### src/rtl/isa_pkg.sv
// Shared definitions for the 16-bit instruction format.
// The encoder/loader and the fetch/decode side both use these, so the field layout lives in one place.
package isa_pkg;

    localparam int OPCODE_W = 4;
    localparam int REG_W    = 4;
    localparam int IMM_W    = 8;
    localparam int INSTR_W  = OPCODE_W + REG_W + IMM_W;

    // Field bit positions inside an instruction word
    localparam int OPCODE_MSB = 15;
    localparam int OPCODE_LSB = 12;
    localparam int REG_MSB    = 11;
    localparam int REG_LSB    = 8;
    localparam int IMM_MSB    = 7;
    localparam int IMM_LSB    = 0;

    // Named opcodes shared with the decoder
    localparam logic [OPCODE_W-1:0] OP_LOSC  = 4'b0000;
    localparam logic [OPCODE_W-1:0] OP_SUPIX = 4'b1100;

    // Pack a field triple into one instruction word; every opcode value is legal
    function automatic logic [INSTR_W-1:0] pack_instr(
        input logic [OPCODE_W-1:0] opcode,
        input logic [REG_W-1:0]    reg_f,
        input logic [IMM_W-1:0]    imm
    );
        logic [INSTR_W-1:0] word;
        word                         = {INSTR_W{1'b0}};
        word[OPCODE_MSB:OPCODE_LSB]  = opcode;
        word[REG_MSB:REG_LSB]        = reg_f;
        word[IMM_MSB:IMM_LSB]        = imm;
        return word;
    endfunction

endpackage

### src/rtl/instr_encoder_loader_fifo.sv
// Small synchronous FIFO buffering packed instruction words between the
// field producer and the instruction memory write port.
// Pointers carry one extra wrap bit so full and empty are unambiguous.
module sync_fifo #(
    parameter int WIDTH = 16,
    parameter int DEPTH = 4
) (
    input  logic             clk,
    input  logic             rst_n,
    input  logic             push,
    input  logic             pop,
    input  logic [WIDTH-1:0] wdata,
    output logic [WIDTH-1:0] rdata,
    output logic             full,
    output logic             empty
);

    localparam int PTR_W = $clog2(DEPTH);

    logic [WIDTH-1:0] mem_r [DEPTH];
    logic [PTR_W:0]   wr_ptr_r;
    logic [PTR_W:0]   rd_ptr_r;
    logic             push_s;
    logic             pop_s;

    // Guard against overflow/underflow even if the caller misbehaves
    assign push_s = push & ~full;
    assign pop_s  = pop & ~empty;

    assign empty = (wr_ptr_r == rd_ptr_r);
    assign full  = (wr_ptr_r[PTR_W] != rd_ptr_r[PTR_W]) &&
                   (wr_ptr_r[PTR_W-1:0] == rd_ptr_r[PTR_W-1:0]);
    assign rdata = mem_r[rd_ptr_r[PTR_W-1:0]];

    // Word storage; contents are don't-care while empty so no reset is needed
    always_ff @(posedge clk) begin
        if (push_s) begin
            mem_r[wr_ptr_r[PTR_W-1:0]] <= wdata;
        end
    end

    // Read/write pointers; reset discards any buffered words
    always_ff @(posedge clk or negedge rst_n) begin
        if (!rst_n) begin
            wr_ptr_r <= {(PTR_W+1){1'b0}};
            rd_ptr_r <= {(PTR_W+1){1'b0}};
        end else begin
            if (push_s) begin
                wr_ptr_r <= wr_ptr_r + {{PTR_W{1'b0}}, 1'b1};
            end
            if (pop_s) begin
                rd_ptr_r <= rd_ptr_r + {{PTR_W{1'b0}}, 1'b1};
            end
        end
    end

endmodule

### src/rtl/instr_encoder_loader.sv
// Instruction encoder/loader: packs {opcode, reg, imm} triples into 16-bit
// words, buffers them, and streams them into instruction memory starting at
// base_addr. A load FSM counts accepted and written words and pulses done.
module instr_encoder_loader
    import isa_pkg::*;
#(
    parameter int N          = 16,
    parameter int ADDR_W     = 8,
    parameter int FIFO_DEPTH = 4
) (
    input  logic              clk,
    input  logic              rst,
    input  logic              start,
    input  logic [ADDR_W-1:0] base_addr,
    input  logic [ADDR_W:0]   length,
    input  logic              in_valid,
    output logic              in_ready,
    input  logic [3:0]        in_opcode,
    input  logic [3:0]        in_reg,
    input  logic [7:0]        in_imm,
    input  logic              mem_ready,
    output logic              mem_we,
    output logic [ADDR_W-1:0] mem_addr,
    output logic [N-1:0]      mem_wdata,
    output logic              busy,
    output logic              done,
    output logic              addr_wrap
);

    typedef enum logic [1:0] {
        IDLE  = 2'b00,
        LOAD  = 2'b01,
        DRAIN = 2'b10,
        DONE  = 2'b11
    } load_state_t;

    load_state_t       state_r;
    load_state_t       state_next_s;
    logic [ADDR_W:0]   len_r;
    logic [ADDR_W:0]   accepted_r;
    logic [ADDR_W:0]   written_r;
    logic [ADDR_W:0]   accepted_inc_s;
    logic [ADDR_W:0]   written_inc_s;
    logic [ADDR_W-1:0] mem_addr_r;
    logic              addr_wrap_r;
    logic              start_ok_s;
    logic              push_s;
    logic              pop_s;
    logic              full_s;
    logic              empty_s;
    logic              active_s;
    logic [N-1:0]      packed_s;
    logic [N-1:0]      head_s;

    assign start_ok_s     = (state_r == IDLE) && start;
    assign active_s       = (state_r == LOAD) || (state_r == DRAIN);
    assign in_ready       = (state_r == LOAD) && !full_s && (accepted_r < len_r);
    assign push_s         = in_valid && in_ready;
    assign mem_we         = !empty_s && active_s;
    assign pop_s          = mem_we && mem_ready;
    assign accepted_inc_s = accepted_r + {{ADDR_W{1'b0}}, push_s};
    assign written_inc_s  = written_r + {{ADDR_W{1'b0}}, pop_s};
    assign packed_s       = pack_instr(in_opcode, in_reg, in_imm);

    // Words leave only from registered FIFO storage; zero when not strobing
    assign mem_wdata = mem_we ? head_s : {N{1'b0}};
    assign mem_addr  = mem_addr_r;
    assign addr_wrap = addr_wrap_r;
    assign busy      = active_s;
    assign done      = (state_r == DONE);

    sync_fifo #(
        .WIDTH (N),
        .DEPTH (FIFO_DEPTH)
    ) u_fifo (
        .clk   (clk),
        .rst_n (rst),
        .push  (push_s),
        .pop   (pop_s),
        .wdata (packed_s),
        .rdata (head_s),
        .full  (full_s),
        .empty (empty_s)
    );

    // Load FSM next state; completion looks at this cycle's push/pop so done follows the last write directly
    always_comb begin
        state_next_s = state_r;
        case (state_r)
            IDLE: begin
                if (start) begin
                    state_next_s = (length == {(ADDR_W+1){1'b0}}) ? DONE : LOAD;
                end else begin
                    state_next_s = IDLE;
                end
            end
            LOAD: begin
                if (accepted_inc_s == len_r) begin
                    state_next_s = DRAIN;
                end else begin
                    state_next_s = LOAD;
                end
            end
            DRAIN: begin
                if (written_inc_s == len_r) begin
                    state_next_s = DONE;
                end else begin
                    state_next_s = DRAIN;
                end
            end
            DONE: begin
                state_next_s = IDLE;
            end
            default: begin
                state_next_s = IDLE;
            end
        endcase
    end

    // State, counters, write address and wrap flag; a new start re-arms all of them
    always_ff @(posedge clk or negedge rst) begin
        if (!rst) begin
            state_r     <= IDLE;
            len_r       <= {(ADDR_W+1){1'b0}};
            accepted_r  <= {(ADDR_W+1){1'b0}};
            written_r   <= {(ADDR_W+1){1'b0}};
            mem_addr_r  <= {ADDR_W{1'b0}};
            addr_wrap_r <= 1'b0;
        end else begin
            state_r <= state_next_s;
            if (start_ok_s) begin
                len_r       <= length;
                accepted_r  <= {(ADDR_W+1){1'b0}};
                written_r   <= {(ADDR_W+1){1'b0}};
                mem_addr_r  <= base_addr;
                addr_wrap_r <= 1'b0;
            end else begin
                accepted_r <= accepted_inc_s;
                written_r  <= written_inc_s;
                if (pop_s) begin
                    mem_addr_r <= mem_addr_r + {{(ADDR_W-1){1'b0}}, 1'b1};
                    if (mem_addr_r == {ADDR_W{1'b1}}) begin
                        addr_wrap_r <= 1'b1;
                    end
                end
            end
        end
    end

endmodule

### config.mk
export PLATFORM = sky130hd
export DESIGN_NAME = instr_encoder_loader
export DESIGN_NICKNAME = d
export VERILOG_FILES = /design/src/rtl/isa_pkg.sv /design/src/rtl/instr_encoder_loader_fifo.sv /design/src/rtl/instr_encoder_loader.sv
export SDC_FILE = /design/constraint.sdc
export NUM_CORES = 1
export LEC_CHECK = 0
export ABC_AREA = 1
export CAP_MARGIN = 15
export CORE_UTILIZATION = 35
export CTS_BUF_LIST = sky130_fd_sc_hd__clkbuf_16
export CTS_CLUSTER_DIAMETER = 60
export DETAILED_ROUTE_END_ITERATION = 10
export SYNTH_ARGS = -nofsm -noshare
export SYNTH_HDL_FRONTEND = slang
export SYNTH_SLANG_ARGS = --single-unit
### constraint.sdc
create_clock -name clk -period 2.53 [get_ports clk]
set_input_delay 0.506 -clock clk [delete_from_list [all_inputs] [get_ports clk]]
set_output_delay 0.506 -clock clk [all_outputs]
set_load 0.01 [all_outputs]
---- Yosys cells after proc, flatten, opt, wreduce, memory -nomap -nowiden ----
Memories as Yosys holds them, arrays and structs flattened.
Cells that the tools add are included.
storage, ports and cells
  register bits ........................... 44
  RAM bits ................................ 64
  logic and storage cells ................. 58
  memories ................................ 1
memories
  name          depth  width  read ports  clocked after Yosys merged registers in  write ports  line                             source
  u_fifo.mem_r  4      16     1           0                                        1            instr_encoder_loader_fifo.sv:20  logic [WIDTH-1:0] mem_r [DEPTH];
cells by class
  magnitude comparators ................... 1
  $add $sub $neg .......................... 5
  equal/unequal tests ..................... 9
  bitwise operators ....................... 4
  muxes and demuxes ....................... 15
  reductions and logical operators ........ 15
operator list
  operator                                              count
  adder 9 x 1 -> 9 bit                                  2
  equality test 9 bit                                   2
  2-to-1 mux 9 bit                                      2
  2-to-1 mux 16 bit                                     1
  2-to-1 mux 8 bit                                      2
  logical NOT 9 bit                                     1
  less-than comparator 9 bit                            1
  adder 8 x 1 -> 8 bit (second input constant)          1
  equality test 8 bit (second input constant)           1
  case mux 2 bit (4 select lines)                       1
  logical AND 1 bit                                     7
  adder 3 x 1 -> 3 bit (second input constant)          2
  2-to-1 mux 1 bit                                      6
  2-to-1 mux 2 bit                                      3
  equality test 2 bit (second input constant)           2
  nonzero test 2 bit                                    2
  equality test 3 bit                                   1
  AND 1 bit                                             2
  equality test 2 x 1 -> 1 bit (second input constant)  1
  equality test 2 bit                                   1
  logical NOT 1 bit                                     2
  logical NOT 2 bit                                     1
  NOT 1 bit                                             2
  AND reduction 2 bit                                   1
  2 further kinds                                       2

---- Depth between registers and ports, before layout ----
  word-level depth ........................ 10
  depth in mapped cells ................... 24
  gate-level depth less buffers ........... 24

---- By module ----
From an unflattened synthesis, not the netlist that was laid out.
unflattened totals
  cell total of the unflattened synthesis .. 602
  area total of the unflattened synthesis .. 5444.0 um^2
by module, submodules not included
  module                times used  cells each  area an instance (um^2)
  sync_fifo             1           216         2835.2
  instr_encoder_loader  1           386         2608.8

---- Least setup slack after synthesis ----
Ideal clock, no wire load.
  path kind ............................... flip-flop to flip-flop
  start point ............................. reg len_r[4]
  end point ............................... reg state_r[0]
  buffers on the path ..................... 0
  path slack .............................. -0.167 ns
  stages on the path, launching flop included .. 23
  arrival ................................. 2.581 ns
  setup time .............................. 0.117 ns
  cells stage by stage .................... dfrtp_1 inv_1 ha_1 a21oi_1 o21ai_0 nand2_1 o2111ai_1 nor2_2 nand2_2 inv_2 ha_1 ha_1 nand3_1 inv_1 nand2_1 nand3_1 nand3_1 nor2_1 nand3_1 nand2_1 nand2_1 nand2_1 nand2_1
on the way
  longest elaborated chain between the ends .. 7
ends and longest elaborated chain
  what                             line                         source
  start: declaration               instr_encoder_loader.sv:39   logic [ADDR_W:0] len_r;
  start signal: assignment         instr_encoder_loader.sv:124  len_r <= {(ADDR_W+1){1'b0}};
  start signal: assignment         instr_encoder_loader.sv:132  len_r <= length;
  less-than comparator 9 bit       instr_encoder_loader.sv:57   assign in_ready = (state_r == LOAD) && !full_s && (accepted_r < len_r);
  logical AND 1 bit                instr_encoder_loader.sv:57
  via in_ready                     instr_encoder_loader.sv:17   output logic in_ready,
  logical AND 1 bit                instr_encoder_loader.sv:58   assign push_s = in_valid && in_ready;
  adder 9 x 1 -> 9 bit             instr_encoder_loader.sv:61   assign accepted_inc_s = accepted_r + {{ADDR_W{1'b0}}, push_s};
  equality test 9 bit              instr_encoder_loader.sv:98   if (accepted_inc_s == len_r) begin
  2-to-1 mux 2 bit                 instr_encoder_loader.sv:98
  case mux 2 bit (4 select lines)  instr_encoder_loader.sv:89   case (state_r)
  via state_next_s[0]              instr_encoder_loader.sv:38   load_state_t state_next_s;
  end signal: assignment           instr_encoder_loader.sv:130  state_r <= state_next_s;
  end: declaration                 instr_encoder_loader.sv:37   load_state_t state_r;
The timed path passes the listed nets, and every way through them passes these cells.
A chain may end at the register's enable or synchronous reset.

---- Worst setup path after layout ----
  start point ............................. reg len_r[3]
  end point ............................... reg state_r[0]
on the way
  longest elaborated chain between the ends .. 7
ends and longest elaborated chain
  what                                 line
  less-than comparator 9 bit           instr_encoder_loader.sv:57
  logical AND 1 bit                    instr_encoder_loader.sv:57
  logical AND 1 bit                    instr_encoder_loader.sv:58
  adder 9 x 1 -> 9 bit                 instr_encoder_loader.sv:61
  equality test 9 bit                  instr_encoder_loader.sv:98
  2-to-1 mux 2 bit                     instr_encoder_loader.sv:98
  case mux 2 bit (4 select lines) (*)  instr_encoder_loader.sv:89
  via state_next_s[0]                  instr_encoder_loader.sv:38
Mark *: on every way through the listed nets, which the timed path passes. The rest lies on a longest branch.

==> flow_summary.yaml <==
timing:
  hold_viol: 0
  tightest_slew_ns: 0.5663
  rsz0062_at_grt: "true"
  fin_crit_ns: 2.709
  maxSlewViolCount: 0
  fin_crit_sh: 1.071
  setup_viol: 3
  fmax_ghz: 0.3692
  whs_ns: 0.1353
  fin_setup_tns_ns: -0.3773
  worst_slack_ns: -0.1788
  slew_headroom: 0.6225
  clock-skew-final_ns: 0.01138
layout:
  post-route-util: 0.4951
  area_growth_syn_to_layout_pct: 36.13
  multi_input_area_sq_um: 2218
  final_common_cell: "nand2_1"
  seqCellArea_sq_um: 3023
  drive_gt1_frac: 0.2081
  diodes: 0
  layout_common_cells: "102 x nand2_1, 99 x nor2_1, 68 x buf_4"
  nets: 772
  fill_cells: 1358
power_and_ir_drop:
  p_switching_uw: 2964
  p_int_uw: 4655
  p_comb_frac: 0.488
  pwr-share-seq: 0.324
  netSwitchingFraction: 0.3890
  powerDensity_nw_per_um2: 1047
  pwr-share-clk: 0.188
  irDropWorstVdd_mv: 0.6018
  p_leak_uw: 0.003068
die:
  dieHeight_um: 125.6
  num_io_pins: 67
  initial_core_util: 0.3637
  rows: 44
  die_w_um: 125.6
  design.die.area_sq_um: 15770
  core_area_sq_um: 14700
yosys:
  netlist.area_leader.share: 0.3595
  synth_edf_count: 64
  ys_seq_elements: 108
  syn_inst: 575
  syn_nets: 636
  synthFlopType: "edfxtp_1"
  ys_async_sr_fraction: 0.4074
  yosys.area.top_type: "edfxtp_1"
  ys_seq_area_frac: 0.5654
  synth.avg_cell_area_sq_um: 9.298
  synth_area_leaders: "edfxtp_1 36%, dfrtp_1 21%, nand2_1 7.6%"
  netlist_area_sq_um: 5346
  yosysWarnings: 0
  ys_types: 40
drt:
  first_pass_iters: 8
  postRouteWirelength_mm: 13.12
  drt_iter0_markers: 291
  via_per_inst: 4.786
  ant_nets: 0
  wl_per_cell_um: 14.57
  route.detailed.drc: 3
  vias: 4307
place:
  pre_cts_ws_ns: -0.2118
  gp_congestion: 0.8183
  hpwl_mm: 9.047
  io_buffers: 66
critical_path:
  worstPathMaxFanout: 3
  cp_data_arrival_time_ns: 2.96
  crit_type: "flip-flop to flip-flop"
  start_kind: "flip-flop"
  cp_data_required_time_ns: 2.78
  r2r_cells: 22
  crit_path_end_kind: "flip-flop"
run_status:
  status: "complete, but fails checks"
  violations: "DRC, setup timing"
global_routing:
  grt_max_degree: 38
  grt_pass1_vias: 4209
  grt_pass1_wl_mm: 20.73
  grt-ovfl-total: 0
  antenna_found_initial: 0
  track_usage: 0.1694
clock_tree:
  cts_buffer_depth: 2
  clk_latency_ns: 0.36
  htreeDepth: 3
  tritoncts: "yes"
  cts_buffers: 9
  cts_root_buf: "clkbuf_16"
  path_clk_slew_ns: 0.08
  clkSinkCount: 108
flow_run:
  cap_violations: 0
min_path:
  hold_path_class: "input port to asynchronous set/reset pin"
## logic make-up (layout without fill, tap and decap cells)
kind of cell | Yosys count | after routing | share of synthesized area
xor gates and xnor gates | 11 | 11 | 0.01942
adders and majority gates | 23 | 23 | 0.05383
and+or+nand+nor | 266 | 266 | 0.2104
DFF | 108 | 108 | 0.5654
AOI/OAI and AO/OA | 95 | 95 | 0.09665
buffers and inverters | 72 | 213 | 0.05429
## critical path, cell delays in order (launching register included)
cell       delay (ns)
dfrtp_1          0.39
inv_1            0.09
ha_1             0.24
nand2_2          0.08
nor2_1           0.04
o211ai_1         0.10
o2111ai_2        0.16
nor2_2           0.17
nand2_2          0.08
inv_2            0.07
ha_4             0.15
ha_4             0.16
nand3_4          0.07
inv_2            0.08
nand3_2          0.08
nand3_1          0.11
nand3_2          0.09
nor2_2           0.14
nand3_1          0.08
nand2_1          0.06
nand2_1          0.04
nand2_1          0.05
nand2_1          0.04
## stage by stage
step / cell area (sq um) / power (uW) / std cells
final: 7278 / 7618 / 900
after global routing: 7278 / 8156 / 900
after CTS: 7137 / 7559 / 890
after detailed placement: 6729 / 6051 / 870
after global placement: 6729 / 5993 / 870
after floorplan: 5395 / 4404 / 575
## synth_stat cells, types with 13 or more instances
master / n
nand2_1: 108
nor2_1: 101
edfxtp_1: 64
inv_1: 50
o21ai_0: 45
dfrtp_1: 44
a21oi_1: 32
nand3_1: 32
ha_1: 23
clkbuf_1: 13
## worst paths after layout
| check | from | end | slack (ns) |
|---|---|---|---|
| setup / recovery | len_r[3] | state_r[0] | -0.18 |
| hold / removal | rst | accepted_r[8] | 0.14 |
| setup reg to reg | len_r[3] | state_r[0] | -0.18 |
| hold reg to reg | u_fifo.rd_ptr_r[2] | u_fifo.rd_ptr_r[2] | 0.50 |
| max in group asynchronous | rst | u_fifo.wr_ptr_r[2] | 1.76 |
| min in group clk | u_fifo.rd_ptr_r[2] | u_fifo.rd_ptr_r[2] | 0.50 |
## cell type report
class,instances,area share
inverter,56,0.02991
multi-input combinational,395,0.3048
timing repair buffer,141,0.1759
clock buffer,9,0.03094
tap,184,0.03163
sequential,108,0.4153
clock inverter,7,0.01152
## flip-flops by register name, indices dropped and copies added, names as in the netlist
register         count
u_fifo.rd_ptr_r      3
u_fifo.mem_r        64
written_r            9
accepted_r           9
state_r              2
mem_addr             8
len_r                9
u_fifo.wr_ptr_r      3
addr_wrap            1
## per-layer routing
metal / wire length (um) / global-route usage
met1: 5914 / 0.2100
met3: 464 / 0.04065
met5: 0 / 0
met2: 6576 / 0.2925
met4: 159 / 0.04878
## power groups by stage
stage / Clock, uW / Sequential, uW / Combinational (uW)
2_1_floorplan: 0 / 2500 / 1910
3_3_place_gp: 0 / 2480 / 3510
3_5_place_dp: 0 / 2500 / 3550
4_1_cts: 1480 / 2470 / 3610
5_1_grt: 1540 / 2500 / 4110
6_report: 1430 / 2470 / 3710
## repair_timing
action | 4_1_cts | 5_1_grt
resized for setup | 39 | 13
setup endpoints to repair | 19 | 5
gates cloned | 0 | 0
pin swaps | 7 | 17
buffers inserted | 4 | 10
hold endpoints to repair | 0 | 0
hold buffers | 0 | 0
Power figures use the tool's default switching activity.
